`config.mk`:
```
export PLATFORM = sky130hd
export DESIGN_NAME = window_feeder
export DESIGN_NICKNAME = d
export VERILOG_FILES = /design/src/rtl/cnn1d_pkg.sv /design/src/rtl/window_feeder_weight_bank.sv /design/src/rtl/window_feeder.sv
export SDC_FILE = /design/constraint.sdc
export NUM_CORES = 1
export LEC_CHECK = 0
export BUFFER_PORTS_ARGS = -buffer_cell sky130_fd_sc_hd__clkbuf_2
export CAP_MARGIN = 20
export CORE_AREA = 4 4 158 145
export DETAILED_ROUTE_END_ITERATION = 6
export DIE_AREA = 0 0 162 149
export PLACE_DENSITY = 0.49
export SYNTH_ARGS = -nofsm -noshare
export SYNTH_HDL_FRONTEND = slang
export SYNTH_SLANG_ARGS = --single-unit
```
`constraint.sdc`:
```
create_clock -name clk -period 5.2 [get_ports clk]
set_clock_uncertainty 0.05 [all_clocks]
set_input_delay 0.26 -clock clk [delete_from_list [all_inputs] [get_ports clk]]
set_output_delay 0.26 -clock clk [all_outputs]
set_load 0.05 [all_outputs]
```
`src/rtl/cnn1d_pkg.sv`:
```
// Shared types and constant helpers for the 1-D CNN stream blocks.
package cnn1d_pkg;

  // Ceiling log2 with a floor of one bit so single-entry counters stay legal.
  function automatic int clog2(input int value);
    int result;
    result = 1;
    while (int'(32'd1 << result) < value) begin
      result = result + 1;
    end
    return result;
  endfunction

  typedef enum logic [1:0] {
    FILL   = 2'd0,
    WAIT   = 2'd1,
    STREAM = 2'd2
  } window_feeder_state_t;

endpackage

```
`src/rtl/window_feeder_weight_bank.sv`:
```
// Kernel weight register file: one synchronous write port and a combinational
// read port; a write to the entry being read is forwarded straight through.
module weight_bank
  import cnn1d_pkg::*;
#(
  parameter int DATA_WIDTH   = 12,
  parameter int NUM_ELEMENTS = 5
) (
  input  logic                           clk,
  input  logic                           rst,
  input  logic                           wr_en,
  input  logic [clog2(NUM_ELEMENTS)-1:0] wr_addr,
  input  logic [DATA_WIDTH-1:0]          wr_data,
  input  logic [clog2(NUM_ELEMENTS)-1:0] rd_idx,
  output logic [DATA_WIDTH-1:0]          rd_data
);

  localparam int ADDR_W = clog2(NUM_ELEMENTS);
  localparam logic [ADDR_W:0] DEPTH = (ADDR_W + 1)'(NUM_ELEMENTS);

  logic [DATA_WIDTH-1:0] mem_r [NUM_ELEMENTS];
  logic                  wr_ok_s;

  assign wr_ok_s = wr_en && ({1'b0, wr_addr} < DEPTH);

  // Weight storage; out-of-range addresses never reach the array.
  always_ff @(posedge clk or posedge rst) begin
    if (rst) begin
      for (int i = 0; i < NUM_ELEMENTS; i++) begin
        mem_r[i] <= {DATA_WIDTH{1'b0}};
      end
    end else if (wr_ok_s) begin
      mem_r[wr_addr] <= wr_data;
    end else begin
      mem_r <= mem_r;
    end
  end

  // Read port with same-cycle write forwarding.
  always_comb begin
    if (wr_ok_s && (wr_addr == rd_idx)) begin
      rd_data = wr_data;
    end else if ({1'b0, rd_idx} < DEPTH) begin
      rd_data = mem_r[rd_idx];
    end else begin
      rd_data = {DATA_WIDTH{1'b0}};
    end
  end

endmodule

```
`src/rtl/window_feeder.sv`:
```
// Sliding-window producer: buffers NUM_ELEMENTS samples and streams
// (sample, weight) pairs, oldest sample first, one burst per window.
module window_feeder
  import cnn1d_pkg::*;
#(
  parameter int DATA_WIDTH   = 12,
  parameter int NUM_ELEMENTS = 5,
  parameter int STRIDE       = 1
) (
  input  logic                           clk,
  input  logic                           rst,
  output logic                           window_feeder_ready_in,
  input  logic                           window_feeder_valid_in,
  input  logic [DATA_WIDTH-1:0]          window_feeder_data_in,
  input  logic                           window_feeder_clr,
  input  logic                           weight_wr_en,
  input  logic [clog2(NUM_ELEMENTS)-1:0] weight_wr_addr,
  input  logic [DATA_WIDTH-1:0]          weight_wr_data,
  output logic                           weight_wr_ready,
  input  logic                           window_feeder_ready_out,
  output logic                           window_feeder_valid_out,
  output logic [DATA_WIDTH-1:0]          window_feeder_dataa_out,
  output logic [DATA_WIDTH-1:0]          window_feeder_datab_out,
  output logic                           window_feeder_last_out
);

  localparam int IDX_W  = clog2(NUM_ELEMENTS);
  localparam int FILL_W = clog2(NUM_ELEMENTS + 1);
  localparam int STR_W  = clog2(STRIDE + 1);

  localparam logic [IDX_W-1:0]  IDX_LAST  = IDX_W'(NUM_ELEMENTS - 1);
  localparam logic [FILL_W-1:0] FILL_LAST = FILL_W'(NUM_ELEMENTS - 1);
  localparam logic [STR_W-1:0]  STR_LAST  = STR_W'(STRIDE - 1);

  window_feeder_state_t  state_r, state_s;
  logic [DATA_WIDTH-1:0] win_r [NUM_ELEMENTS];
  logic [DATA_WIDTH-1:0] win_s [NUM_ELEMENTS];
  logic [FILL_W-1:0]     fill_cnt_r, fill_cnt_s;
  logic [STR_W-1:0]      stride_cnt_r, stride_cnt_s;
  logic [IDX_W-1:0]      idx_r, idx_s;
  logic                  valid_r, valid_s;
  logic                  last_r, last_s;
  logic [DATA_WIDTH-1:0] dataa_r, dataa_s;
  logic [DATA_WIDTH-1:0] datab_r, datab_s;
  logic                  ready_in_r, ready_in_s;
  logic                  wr_ready_r, wr_ready_s;

  logic                  accept_s;
  logic                  handshake_s;
  logic                  enter_s;
  logic                  wr_en_s;
  logic [IDX_W-1:0]      rd_idx_s;
  logic [DATA_WIDTH-1:0] rd_data_s;

  assign accept_s    = ready_in_r && window_feeder_valid_in && !window_feeder_clr;
  assign handshake_s = valid_r && window_feeder_ready_out;
  assign wr_en_s     = weight_wr_en && wr_ready_r;

  // Weight index the output register will need after this edge: 0 on burst
  // start, idx+1 while advancing inside a burst.
  always_comb begin
    if ((state_r == STREAM) && handshake_s && (idx_r != IDX_LAST)) begin
      rd_idx_s = idx_r + IDX_W'(1);
    end else begin
      rd_idx_s = {IDX_W{1'b0}};
    end
  end

  weight_bank #(
    .DATA_WIDTH   (DATA_WIDTH),
    .NUM_ELEMENTS (NUM_ELEMENTS)
  ) u_weight_bank (
    .clk     (clk),
    .rst     (rst),
    .wr_en   (wr_en_s),
    .wr_addr (weight_wr_addr),
    .wr_data (weight_wr_data),
    .rd_idx  (rd_idx_s),
    .rd_data (rd_data_s)
  );

  // Next-state logic for window, counters, FSM and the registered beat.
  always_comb begin
    state_s      = state_r;
    win_s        = win_r;
    fill_cnt_s   = fill_cnt_r;
    stride_cnt_s = stride_cnt_r;
    idx_s        = idx_r;
    valid_s      = valid_r;
    last_s       = last_r;
    dataa_s      = dataa_r;
    datab_s      = datab_r;
    ready_in_s   = ready_in_r;
    wr_ready_s   = wr_ready_r;
    enter_s      = 1'b0;

    if (accept_s) begin
      for (int i = NUM_ELEMENTS - 1; i > 0; i--) begin
        win_s[i] = win_r[i-1];
      end
      win_s[0] = window_feeder_data_in;
    end else begin
      win_s = win_r;
    end

    if (window_feeder_clr) begin
      state_s      = FILL;
      fill_cnt_s   = {FILL_W{1'b0}};
      stride_cnt_s = {STR_W{1'b0}};
      idx_s        = {IDX_W{1'b0}};
      valid_s      = 1'b0;
      last_s       = 1'b0;
      ready_in_s   = 1'b1;
      wr_ready_s   = 1'b1;
    end else begin
      case (state_r)
        FILL: begin
          if (accept_s) begin
            fill_cnt_s = fill_cnt_r + FILL_W'(1);
            enter_s    = (fill_cnt_r == FILL_LAST);
          end else begin
            fill_cnt_s = fill_cnt_r;
          end
        end
        WAIT: begin
          if (accept_s) begin
            stride_cnt_s = stride_cnt_r + STR_W'(1);
            enter_s      = (stride_cnt_r == STR_LAST);
          end else begin
            stride_cnt_s = stride_cnt_r;
          end
        end
        STREAM: begin
          if (handshake_s && (idx_r == IDX_LAST)) begin
            state_s      = WAIT;
            stride_cnt_s = {STR_W{1'b0}};
            valid_s      = 1'b0;
            last_s       = 1'b0;
            ready_in_s   = 1'b1;
            wr_ready_s   = 1'b1;
          end else if (handshake_s) begin
            idx_s   = idx_r + IDX_W'(1);
            dataa_s = win_r[IDX_LAST - idx_s];
            datab_s = rd_data_s;
            last_s  = (idx_s == IDX_LAST);
          end else begin
            idx_s = idx_r;
          end
        end
        default: begin
          state_s    = FILL;
          fill_cnt_s = {FILL_W{1'b0}};
          valid_s    = 1'b0;
          last_s     = 1'b0;
          ready_in_s = 1'b1;
          wr_ready_s = 1'b1;
        end
      endcase

      if (enter_s) begin
        state_s    = STREAM;
        idx_s      = {IDX_W{1'b0}};
        valid_s    = 1'b1;
        last_s     = 1'b0;
        dataa_s    = win_s[NUM_ELEMENTS-1];
        datab_s    = rd_data_s;
        ready_in_s = 1'b0;
        wr_ready_s = 1'b0;
      end else begin
        state_s = state_s;
      end
    end
  end

  // State and output registers.
  always_ff @(posedge clk or posedge rst) begin
    if (rst) begin
      state_r      <= FILL;
      for (int i = 0; i < NUM_ELEMENTS; i++) begin
        win_r[i] <= {DATA_WIDTH{1'b0}};
      end
      fill_cnt_r   <= {FILL_W{1'b0}};
      stride_cnt_r <= {STR_W{1'b0}};
      idx_r        <= {IDX_W{1'b0}};
      valid_r      <= 1'b0;
      last_r       <= 1'b0;
      dataa_r      <= {DATA_WIDTH{1'b0}};
      datab_r      <= {DATA_WIDTH{1'b0}};
      ready_in_r   <= 1'b1;
      wr_ready_r   <= 1'b1;
    end else begin
      state_r      <= state_s;
      win_r        <= win_s;
      fill_cnt_r   <= fill_cnt_s;
      stride_cnt_r <= stride_cnt_s;
      idx_r        <= idx_s;
      valid_r      <= valid_s;
      last_r       <= last_s;
      dataa_r      <= dataa_s;
      datab_r      <= datab_s;
      ready_in_r   <= ready_in_s;
      wr_ready_r   <= wr_ready_s;
    end
  end

  assign window_feeder_ready_in  = ready_in_r;
  assign weight_wr_ready         = wr_ready_r;
  assign window_feeder_valid_out = valid_r;
  assign window_feeder_last_out  = last_r;
  assign window_feeder_dataa_out = dataa_r;
  assign window_feeder_datab_out = datab_r;

endmodule

```
==> results.json <==
{
  "status": "finished, final reports clean",
  "crit_fanout": 21,
  "yosysTopAreaCellShare_pct": 52.5,
  "syn_area_per_cell_um2": 12.4,
  "fp.dieH_um": 149,
  "clockRootBuffer": "clkbuf_16",
  "p_clk_share_pct": 29.1,
  "ys_types": 51,
  "grt_pass1_wl_um": 27900,
  "post-cts-setup-buffers": 0,
  "crit_required_ns": 5.44,
  "design.core.area_um2": 21300,
  "most-common-layout-cells": "dfrtp_1 (154), mux2_2 (131), clkbuf_2 (60)",
  "layout_commonest_cell": "dfrtp_1",
  "cp-start-kind": "flop",
  "overflow": 0,
  "worstMarginPinSlew_ns": 1.04,
  "rr_worst_depth": 8,
  "viasPerCell": 5.04,
  "cp_top_family": "simple AND/OR/NAND/NOR gates",
  "drive_gt1_share_pct": 39.9,
  "antennaDiodeCount": 0,
  "ir_worst_vdd_mv": 0.208,
  "finalNetCount": 686,
  "power.internal_w": 0.00300,
  "crit_cells": 8,
  "grt_start_max_net_pins": 69,
  "combPwrFrac_pct": 28.2,
  "synth_largest_area_cell": "dfrtp_1",
  "setup_viol": 0,
  "synth.net_count": 634,
  "clock.fmax_mhz": 273,
  "ys_seq_area_share_pct": 52.9,
  "grtUsageTotal_pct": 14.5,
  "wl_met3_um": 721,
  "synthCells": 592,
  "layout.cells.non_filler": 948,
  "m1WireLength_um": 7710,
  "period_share_pct": 70.4,
  "area_growth_pct": 17.0,
  "met2WireLength_um": 7860,
  "gp_congestion": 0.799,
  "port-buffer-count": 60,
  "firstDrtPassIters": 4,
  "postSynth.asyncResetShare_pct": 100,
  "end_kind": "flop",
  "via_count": 4781,
  "max-cap-violations": 0,
  "critPathBufInv": 1,
  "seq_power_share_pct": 42.7,
  "synth_edf_count": 0,
  "crit_type": "reg2reg",
  "highest_layer": "met4",
  "grt_pass1_vias": 5152,
  "numCtsBuffers": 17,
  "synthesis.area_um2": 7340,
  "cts_tree": "built",
  "fin_util_pct": 40.3,
  "maxSlewViolCount": 0,
  "relSlewSlack_pct": 30.7,
  "postRouteAntennaNets": 0,
  "synth-seq-cells": 155,
  "clk_pin_slew_ns": 0.07,
  "drc": 0,
  "swShare_pct": 32.2,
  "switching_power_w": 0.00142,
  "max_stage_delay_ns": 0.90,
  "ys.flop_type": "dfrtp_1",
  "hold_violations": 0,
  "drt_iter0_drc": 278,
  "leakagePower_nw": 3.65,
  "initial_core_util_pct": 34.4,
  "wl_per_cell_um": 17.5,
  "dp.cells": 915,
  "wl_um": 16600,
  "cts.sink_count": 155,
  "antenna_found_initial": 0,
  "die_area_um2": 24100,
  "ys_warn_count": 0,
  "clock_latency_ns": 0.42,
  "cts_max_level": 4,
  "rsz0062_at_grt": "no",
  "hpwl_um": 10600,
  "synth_area_leaders": "dfrtp_1 (53%), mux2_2 (20%), mux4_2 (3.4%), a21oi_1 (2.5%), nand2_1 (2.0%)",
  "rows": 51,
  "slowest_stage": "a311oi_4",
  "hold_depth": 2,
  "fin_crit_ns": 3.66,
  "setup_tns_ns": 0,
  "hold_class": "in2reg",
  "pwr_density_cell_nw_per_um2": 515,
  "fp.dieW_um": 162,
  "io_pins": 61,
  "worstPathArrival_ns": 3.90,
  "fin_hold_ws_ns": 0.0168,
  "crit_chain": "inv_1 -> ha_1 -> nand2_1 -> nand3_2 -> or4_4 -> a311oi_4 -> mux2i_1 -> o21ai_2",
  "cts_buffer_depth": 2
}
sequential cells by signal (all words and copies together) (netlist names):
signal                   cells
u_weight_bank.mem_r         60
win_r                       60
window_feeder_dataa_out     12
window_feeder_datab_out     12
fill_cnt_r                   3
idx_r                        3
state_r                      1
stride_cnt_r                 1
weight_wr_ready              1
window_feeder_last_out       1
window_feeder_valid_out      1
Yosys cell counts, types with 11 or more instances:
cell type,count
clkbuf_1,23
nand2_1,40
mux2i_1,11
mux4_2,11
nor2_1,13
mux2_2,131
nand2b_1,13
inv_1,15
nand3_1,14
o21ai_0,29
dfrtp_1,154
a21oi_1,37
area by class of cell:
type | count | area [µm²]
fill | 2060 | 12700
sequential | 155 | 3880
multi-input combinational | 383 | 3270
clock buffer | 20 | 457
timing repair buffer | 72 | 393
tap | 291 | 364
clock inverter | 12 | 159
inverter | 15 | 61.3
power by group through the flow:
stage,Clock (W),Sequential (W),Combinational [W]
floorplan,0,0.00205,0.000791
global placement,0,0.00188,0.00123
detailed placement,0,0.00191,0.00126
CTS,0.00133,0.00189,0.00127
global route,0.00138,0.00194,0.00138
finish,0.00129,0.00189,0.00125
what timing repair did:
action	in CTS	in global routing
endpoints found under the hold margin	34	0
hold buffers	1	0
gates resized for setup	0	0
stage by stage:
stage	total power (W)	setup WS (ns)	cell area (µm²)
2_1_floorplan	0.00284	0.714	7340
3_3_place_gp	0.00311	1.67	7960
3_5_place_dp	0.00317	1.52	7960
4_1_cts	0.00448	1.50	8580
5_1_grt	0.00470	1.20	8580
6_report	0.00442	1.54	8580
worst paths after layout:
kind                                                   from                          end  slack (ns)
worst max-delay path                               idx_r[0]   window_feeder_datab_out[4]        1.54
worst min-delay path               window_feeder_data_in[9]                    win_r[57]        0.02
worst max register to register                     idx_r[0]   window_feeder_datab_out[4]        1.54
worst min register to register  window_feeder_dataa_out[10]  window_feeder_dataa_out[10]        0.43
max in group asynchronous                               rst                    win_r[20]        3.57
min in group asynchronous                               rst   window_feeder_dataa_out[2]        0.32
per-layer routing:
| metal | vias up | global-route usage (%) |
|---|---|---|
| met2 | 85 | 23.1 |
| met4 | 0 | 4.57 |
| met1 | 2413 | 19.9 |
| met3 | 18 | 3.37 |
| met5 | - | 0 |
| li1 | 2265 | - |
kinds of logic (layout without fill, tap and decap cells):
logic type,after synthesis,count (layout),share of synthesized area [%]
AOI/OAI and AO/OA,108,108,9.56
xor gates and xnor gates,1,1,0.119
adders and majority gates,9,9,1.53
buffers and inverters,54,119,3.05
DFF,155,155,52.9
muxes,153,153,25.0
and+or+nand+nor,112,112,7.89
Power figures use the tool's default switching activity.
